File: src/rtl/mem_arbiter_pkg.sv
// mem_arbiter_pkg: shared constants, state/owner encodings and length decode for mem_arbiter.
package mem_arbiter_pkg;
    localparam int ADDR_W_DEF = 32;
    localparam logic RST_ACTIVE = 1'b0;
    localparam logic [1:0] LEN_BYTE = 2'b00;
    localparam logic [1:0] LEN_HALF = 2'b01;
    localparam logic [1:0] LEN_WORD = 2'b10;

    typedef enum logic [1:0] {S_IDLE, S_READ, S_WRITE, S_DONE} state_e;
    typedef enum logic {OWN_IF, OWN_MEM} owner_e;

    // Codes 10 and 11 both mean a full word.
    function automatic logic [2:0] nbytes(input logic [1:0] len);
        return len == LEN_BYTE ? 3'd1 : len == LEN_HALF ? 3'd2 : 3'd4;
    endfunction
endpackage

File: src/rtl/mem_arbiter_if.sv
// mem_arbiter_if: IF/MEM requester ports, 8-bit RAM port and busy flag of the arbiter.
interface mem_arbiter_if import mem_arbiter_pkg::*; #(parameter int ADDR_W = ADDR_W_DEF);
    logic              if_req;
    logic [ADDR_W-1:0] if_addr;
    logic [31:0]       if_data;
    logic              if_done;
    logic              mem_req;
    logic              mem_we;
    logic [1:0]        mem_len;
    logic [ADDR_W-1:0] mem_addr;
    logic [31:0]       mem_wdata;
    logic [31:0]       mem_rdata;
    logic              mem_done;
    logic [ADDR_W-1:0] ram_addr;
    logic [7:0]        ram_dout;
    logic              ram_wr;
    logic [7:0]        ram_din;
    logic              busy;

    modport slave (
        input  if_req, if_addr, mem_req, mem_we, mem_len, mem_addr, mem_wdata, ram_din,
        output if_data, if_done, mem_rdata, mem_done, ram_addr, ram_dout, ram_wr, busy
    );
    modport master (
        output if_req, if_addr, mem_req, mem_we, mem_len, mem_addr, mem_wdata, ram_din,
        input  if_data, if_done, mem_rdata, mem_done, ram_addr, ram_dout, ram_wr, busy
    );
endinterface

File: src/rtl/mem_arbiter.sv
// mem_arbiter: serialises IF/MEM word/half/byte transactions onto an 8-bit synchronous RAM,
// MEM has fixed priority over IF.
module mem_arbiter import mem_arbiter_pkg::*; #(parameter int ADDR_W = ADDR_W_DEF) (
    input logic          clk,
    input logic          rst,
    mem_arbiter_if.slave bus
);
    state_e            state_q;
    owner_e            owner_q;
    logic              we_q;
    logic [2:0]        n_q;
    logic [2:0]        cnt_q;
    logic [ADDR_W-1:0] addr_q;
    logic [31:0]       wdata_q;
    logic [31:0]       asm_q;
    logic [31:0]       if_data_q;
    logic [31:0]       mem_rdata_q;
    logic [ADDR_W-1:0] ram_addr_q;
    logic [7:0]        ram_dout_q;
    logic              ram_wr_q;
    logic              if_done_q;
    logic              mem_done_q;
    logic              busy_q;

    logic              grant_we;
    logic [ADDR_W-1:0] grant_addr;
    logic [2:0]        cnt_d;
    logic [ADDR_W-1:0] addr_d;
    logic [7:0]        dout_d;
    logic [31:0]       asm_d;

    // In READ, cnt_q counts addresses already presented; ram_din belongs to byte cnt_q-1.
    always_comb begin
        grant_we   = bus.mem_req && bus.mem_we;
        grant_addr = bus.mem_req ? bus.mem_addr : bus.if_addr;
        cnt_d      = cnt_q + 3'd1;
        addr_d     = addr_q + ADDR_W'(cnt_d);
        dout_d     = wdata_q[{cnt_d[1:0], 3'b000} +: 8];
        asm_d      = asm_q;
        asm_d[{cnt_q[1:0] - 2'd1, 3'b000} +: 8] = bus.ram_din;
    end

    always_ff @(posedge clk) begin
        if (rst == RST_ACTIVE) begin
            state_q     <= S_IDLE;
            owner_q     <= OWN_IF;
            we_q        <= 1'b0;
            n_q         <= 3'd0;
            cnt_q       <= 3'd0;
            addr_q      <= '0;
            wdata_q     <= '0;
            asm_q       <= '0;
            if_data_q   <= '0;
            mem_rdata_q <= '0;
            ram_addr_q  <= '0;
            ram_dout_q  <= '0;
            ram_wr_q    <= 1'b0;
            if_done_q   <= 1'b0;
            mem_done_q  <= 1'b0;
            busy_q      <= 1'b0;
        end else begin
            case (state_q)
                S_IDLE: if (bus.mem_req || bus.if_req) begin
                    owner_q    <= bus.mem_req ? OWN_MEM : OWN_IF;
                    we_q       <= grant_we;
                    n_q        <= bus.mem_req ? nbytes(bus.mem_len) : 3'd4;
                    cnt_q      <= 3'd0;
                    addr_q     <= grant_addr;
                    wdata_q    <= bus.mem_wdata;
                    asm_q      <= '0;
                    ram_addr_q <= grant_addr;
                    ram_dout_q <= grant_we ? bus.mem_wdata[7:0] : ram_dout_q;
                    ram_wr_q   <= grant_we;
                    busy_q     <= 1'b1;
                    state_q    <= grant_we ? S_WRITE : S_READ;
                end
                S_READ: begin
                    cnt_q <= cnt_d;
                    if (cnt_q != 3'd0) asm_q <= asm_d;
                    if (cnt_d < n_q) ram_addr_q <= addr_d;
                    if (cnt_q == n_q) begin
                        state_q     <= S_DONE;
                        if_done_q   <= owner_q == OWN_IF;
                        mem_done_q  <= owner_q == OWN_MEM;
                        if_data_q   <= owner_q == OWN_IF ? asm_d : if_data_q;
                        mem_rdata_q <= owner_q == OWN_MEM ? asm_d : mem_rdata_q;
                    end
                end
                S_WRITE: if (cnt_d < n_q) begin
                    cnt_q      <= cnt_d;
                    ram_addr_q <= addr_d;
                    ram_dout_q <= dout_d;
                end else begin
                    ram_wr_q   <= 1'b0;
                    state_q    <= S_DONE;
                    if_done_q  <= owner_q == OWN_IF;
                    mem_done_q <= owner_q == OWN_MEM;
                end
                S_DONE: begin
                    state_q    <= S_IDLE;
                    if_done_q  <= 1'b0;
                    mem_done_q <= 1'b0;
                    busy_q     <= 1'b0;
                end
                default: state_q <= S_IDLE;
            endcase
        end
    end

    assign bus.if_data   = if_data_q;
    assign bus.if_done   = if_done_q;
    assign bus.mem_rdata = mem_rdata_q;
    assign bus.mem_done  = mem_done_q;
    assign bus.ram_addr  = ram_addr_q;
    assign bus.ram_dout  = ram_dout_q;
    assign bus.ram_wr    = ram_wr_q;
    assign bus.busy      = busy_q;
endmodule

File: src/flat_wrapper.sv
// flat-port wrapper written by rule: the top's interface ports become plain ports
module mem_arbiter_flat import mem_arbiter_pkg::*;
#(parameter int ADDR_W = ADDR_W_DEF)
  (clk, rst, bus_if_req, bus_if_addr, bus_mem_req, bus_mem_we, bus_mem_len, bus_mem_addr, bus_mem_wdata, bus_ram_din, bus_if_data, bus_if_done, bus_mem_rdata, bus_mem_done, bus_ram_addr, bus_ram_dout, bus_ram_wr, bus_busy);
  mem_arbiter_if #(.ADDR_W(ADDR_W)) bus_i ();
  input logic clk;
  input logic rst;
  input wire logic [$bits(bus_i.if_req)-1:0] bus_if_req;
  input wire logic [$bits(bus_i.if_addr)-1:0] bus_if_addr;
  input wire logic [$bits(bus_i.mem_req)-1:0] bus_mem_req;
  input wire logic [$bits(bus_i.mem_we)-1:0] bus_mem_we;
  input wire logic [$bits(bus_i.mem_len)-1:0] bus_mem_len;
  input wire logic [$bits(bus_i.mem_addr)-1:0] bus_mem_addr;
  input wire logic [$bits(bus_i.mem_wdata)-1:0] bus_mem_wdata;
  input wire logic [$bits(bus_i.ram_din)-1:0] bus_ram_din;
  output wire logic [$bits(bus_i.if_data)-1:0] bus_if_data;
  output wire logic [$bits(bus_i.if_done)-1:0] bus_if_done;
  output wire logic [$bits(bus_i.mem_rdata)-1:0] bus_mem_rdata;
  output wire logic [$bits(bus_i.mem_done)-1:0] bus_mem_done;
  output wire logic [$bits(bus_i.ram_addr)-1:0] bus_ram_addr;
  output wire logic [$bits(bus_i.ram_dout)-1:0] bus_ram_dout;
  output wire logic [$bits(bus_i.ram_wr)-1:0] bus_ram_wr;
  output wire logic [$bits(bus_i.busy)-1:0] bus_busy;
  assign bus_i.if_req = bus_if_req;
  assign bus_i.if_addr = bus_if_addr;
  assign bus_i.mem_req = bus_mem_req;
  assign bus_i.mem_we = bus_mem_we;
  assign bus_i.mem_len = bus_mem_len;
  assign bus_i.mem_addr = bus_mem_addr;
  assign bus_i.mem_wdata = bus_mem_wdata;
  assign bus_i.ram_din = bus_ram_din;
  assign bus_if_data = bus_i.if_data;
  assign bus_if_done = bus_i.if_done;
  assign bus_mem_rdata = bus_i.mem_rdata;
  assign bus_mem_done = bus_i.mem_done;
  assign bus_ram_addr = bus_i.ram_addr;
  assign bus_ram_dout = bus_i.ram_dout;
  assign bus_ram_wr = bus_i.ram_wr;
  assign bus_busy = bus_i.busy;
  mem_arbiter #(.ADDR_W(ADDR_W)) u_core (.clk(clk), .rst(rst), .bus(bus_i));
endmodule
File: config.mk
export PLATFORM = sky130hd
export DESIGN_NAME = mem_arbiter_flat
export DESIGN_NICKNAME = d
export VERILOG_FILES = /design/src/rtl/mem_arbiter_pkg.sv /design/src/rtl/mem_arbiter_if.sv /design/src/rtl/mem_arbiter.sv /design/src/flat_wrapper.sv
export SDC_FILE = /design/constraint.sdc
export NUM_CORES = 1
export LEC_CHECK = 0
export ABC_CLOCK_PERIOD_IN_PS = 3700
export BUFFER_PORTS_ARGS = -buffer_cell sky130_fd_sc_hd__buf_2
export CAP_MARGIN = 20
export CORE_MARGIN = 4
export CORE_UTILIZATION = 56
export CTS_BUF_LIST = sky130_fd_sc_hd__clkbuf_2 sky130_fd_sc_hd__clkbuf_4 sky130_fd_sc_hd__clkbuf_8
export DETAILED_ROUTE_END_ITERATION = 12
export GPL_TIMING_DRIVEN = 0
export PLACE_DENSITY_LB_ADDON = 0.05
export REMOVE_ABC_BUFFERS = 1
export SYNTH_ARGS = -nofsm -noshare
export SYNTH_HDL_FRONTEND = slang
export SYNTH_SLANG_ARGS = --single-unit
File: constraint.sdc
create_clock -name clk -period 3.7 [get_ports clk]
set_input_delay 0.74 -clock clk [delete_from_list [all_inputs] [get_ports clk]]
set_output_delay 0.74 -clock clk [all_outputs]
set_load 0.05 [all_outputs]
==> metrics <==
most frequent cells in the layout buf_2 (220), dfxtp_1 (212), nand2_1 (131), nor2_1 (131), a21oi_1 (116); number of DRC markers in iteration 0 593; asr flop ratio synth 0%; status complete, no violations; Slew Viols, Final 0; CP Launch Point u_core.cnt_q[0]$_SDFFE_PN0P_; via count 9192; final wirelength 26240 um; RSZ-0062 raised after global routing no; H-tree levels 2; Syn Area/Cell 8.417 um2; Hold Path End u_core.asm_q[29]$_SDFFE_PN0P_; max-cap violations 0; worst flop-to-flop path endpoint u_core.bus.ram_addr[28]$_SDFFE_PN0P_; clock transition at the registers of the reported paths 0.06 ns; worst-path cell with the longest stage delay dfxtp_4; Hold Crit Start u_core.asm_q[29]$_SDFFE_PN0P_; initial core utilization 57.22%; WL/cell 16.32 um; Antenna diodes 0; first-pass GRT wire length 42550 um; number of global-route vias before repair 8403; DR pass1 iterations 6; synth top area cells dfxtp_1 (43%), a211oi_1 (8.0%), a21oi_1 (5.8%); Synth area leader dfxtp_1; PortBufs 218; DIE WIDTH 141.2 um; Hold Path Stages 2; post-placement cell count 1540; Max stage delay on crit path 0.51 ns; fin crit share 91.96%; Antenna Nets Post-Route 0; power density cells 868.9 nW/um2; LEAKAGE 4.752 nW; commonest non-fill, non-tap cell in the layout buf_2; clock latency on the worst-skew pair 0.52 ns; share of the yosys chip area belonging to registers 42.93%; GP Congestion 0.8481; Crit path buffers/inverters 3; Rel. slew slack 34.81%; GR Overflow Total 0; worst-case reg-to-reg path depth 10; Post-Syn Area 9932 um2; Worst EP required 4.06 ns; Critical R2R Launch u_core.cnt_q[0]$_SDFFE_PN0P_; initial antenna violation count 0; # IOs 219; worst min path class flip-flop to flip-flop; layout cells sized above 1 23.43%; pre-CTS setup slack -0.8787 ns; # Post-CTS Setup Buffers 0; Unique masters post-synth 57; nets@finish 1486; pin count of the biggest net entering global routing 123; TritonCTS clock tree done; FMAX 293.9 MHz; dpl hpwl 17620 um; clock sink total 213; Arr. time, crit path 3.77 ns; Final min period 3.403 ns; clock root cell clkbuf_8; cell mode on critical path inv_1; die height 141.2 um; fin worst setup slack 0.2973 ns; synthesis-to-layout area growth 20.56%; Final Setup Violations 0; Post-Synthesis Cells 1180; GR Util All Layers 25.60%; R2R Setup Slk 0.30 ns; Cell Rows 48; Die ar. 19930 um2; CP top delay family adder cells; DRC 0; endpoint class of the critical path flip-flop; VDD IR max 0.4664 mV; synthesis-stage register bit count 213; Crit Path Class flip-flop to flip-flop; clock skew 0.01341 ns; CP max FO 17; worst slew pin tran 0.9704 ns; EDFF count, synth 0; vias per inst 5.716; Post-synth top flop dfxtp_1; Yosys top cell area share 42.93%; Post-Layout Cell Count 1608; Syn. warnings 0; Fin. Hold Viols 0; CP cell instances inv_1, ha_4, inv_1, fa_1, nor2b_2, o21ai_0, buf_2, nor4_1, xnor2_1, a21oi_1; Clock Path Buffers 3; Startpoint Class flip-flop; Core Region 17360 um2; total CTS buffers 38
per-layer routing:
metal / wire length [um] / vias to the layer above / GRT usage, %
met1: 11330 / 4260 / 33.85
met4: 459 / 0 / 7.190
met3: 1761 / 33 / 4.783
li1: - / 4622 / -
met2: 12700 / 277 / 42.94
met5: 0 / - / 0
state kept, by name, summed over array words and instances, names as in the netlist:
register / cells
u_core.state_q: 2
u_core.wdata_q: 32
u_core.cnt_q: 3
u_core.bus.if_done: 1
u_core.n_q: 3
u_core.bus.busy: 1
u_core.bus.ram_wr: 1
u_core.bus.ram_addr: 32
u_core.bus.mem_rdata: 32
u_core.bus.if_data: 32
u_core.bus.ram_dout: 8
u_core.bus.mem_done: 1
u_core.asm_q: 32
u_core.owner_q: 1
u_core.addr_q: 32
final cells by class:
type | count | area, um2
Fill cell | 1495 | 5383
Multi-Input combinational cell | 858 | 5311
Sequential cell | 213 | 4268
Timing Repair Buffer | 229 | 1259
Clock buffer | 64 | 774.5
Tap cell | 225 | 281.5
Inverter | 17 | 70.07
Clock inverter | 2 | 10.01
cells in the mapped netlist (3+ instances only):
cell and count:
dfxtp_1 213, nor2_1 133, nand2_1 132, a21oi_1 116, a211oi_1 106, clkbuf_1 77, nor2b_1 49, mux2i_1 44
or3_1 34, a31oi_1 29, o21ai_0 24, xnor2_1 23, nand3_1 18, ha_1 17, nor4_1 16, inv_1 15
a22oi_1 12, nor3_1 12, buf_2 9, o22ai_1 9, mux4_2 8, o211ai_1 7, nand4_1 6, a21boi_0 5
buf_1 5, o21a_1 5, o221ai_1 5, and4_1 4, and3_1 3, nor3b_1 3, nor4b_1 3, o2111ai_1 3
o21ai_1 3
power by group:
group | switching (mW) | internal [mW] | leakage, nW
Clock | 0.928 | 1.31 | 0.424
Combinational | 3.44 | 1.40 | 2.58
Sequential | 0.432 | 2.89 | 1.75
tightest hold or removal path: cells and delay by family, from the launching register on:
family / cells / cell delay [ns]
AOI/OAI and AO/OA: 1 / 0.05
DFF: 1 / 0.30
and+or+nand+nor: 1 / 0.05
timing repair:
action / CTS / global route
hold buffers: 0 / 0
setup endpoints to repair: 66 / 22
resized for setup: 4 / 4
kinds of logic (layout without fill, tap and decap cells):
group	Yosys count	after routing	synth area share [%]
fa+ha+maj	18	18	2.343
compound gates	334	334	21.37
simple gates	428	428	20.48
flops	213	213	42.93
xor+xnor	25	25	2.205
buf+inv	109	312	4.308
mux	53	53	6.362
per-stage QoR:
stage | hold WS (ns) | area [um2] | util, % | TNS, ns | power, mW
6_report | 0.4459 | 11970 | 68.99 | 0 | 10.40
5_1_grt | 0.4351 | 11970 | 68.99 | 0 | 11.05
4_1_cts | 0.4319 | 11950 | 68.84 | 0 | 10.42
3_5_place_dp | 0.4388 | 11150 | 64.24 | -29.01 | 8.154
3_3_place_gp | 0.4331 | 10940 | 63.03 | -230.88 | 7.980
2_1_floorplan | 0.4273 | 9568 | - | -2.235 | 6.748
how the worst max path moves through the flow:
stage	slack, ns	cells after the start	to
floorplan	-0.07	6	u_core.asm_q[0]$_SDFFE_PN0P_
global placement	-1.61	6	u_core.asm_q[6]$_SDFFE_PN0P_
detailed placement	-0.88	10	u_core.bus.ram_addr[28]$_SDFFE_PN0P_
CTS	0.004	10	u_core.bus.ram_addr[28]$_SDFFE_PN0P_
global route	0.03	8	u_core.bus.ram_addr[22]$_SDFFE_PN0P_
finish	0.30	10	u_core.bus.ram_addr[28]$_SDFFE_PN0P_
Note: power is estimated with default switching activity, not from simulation.
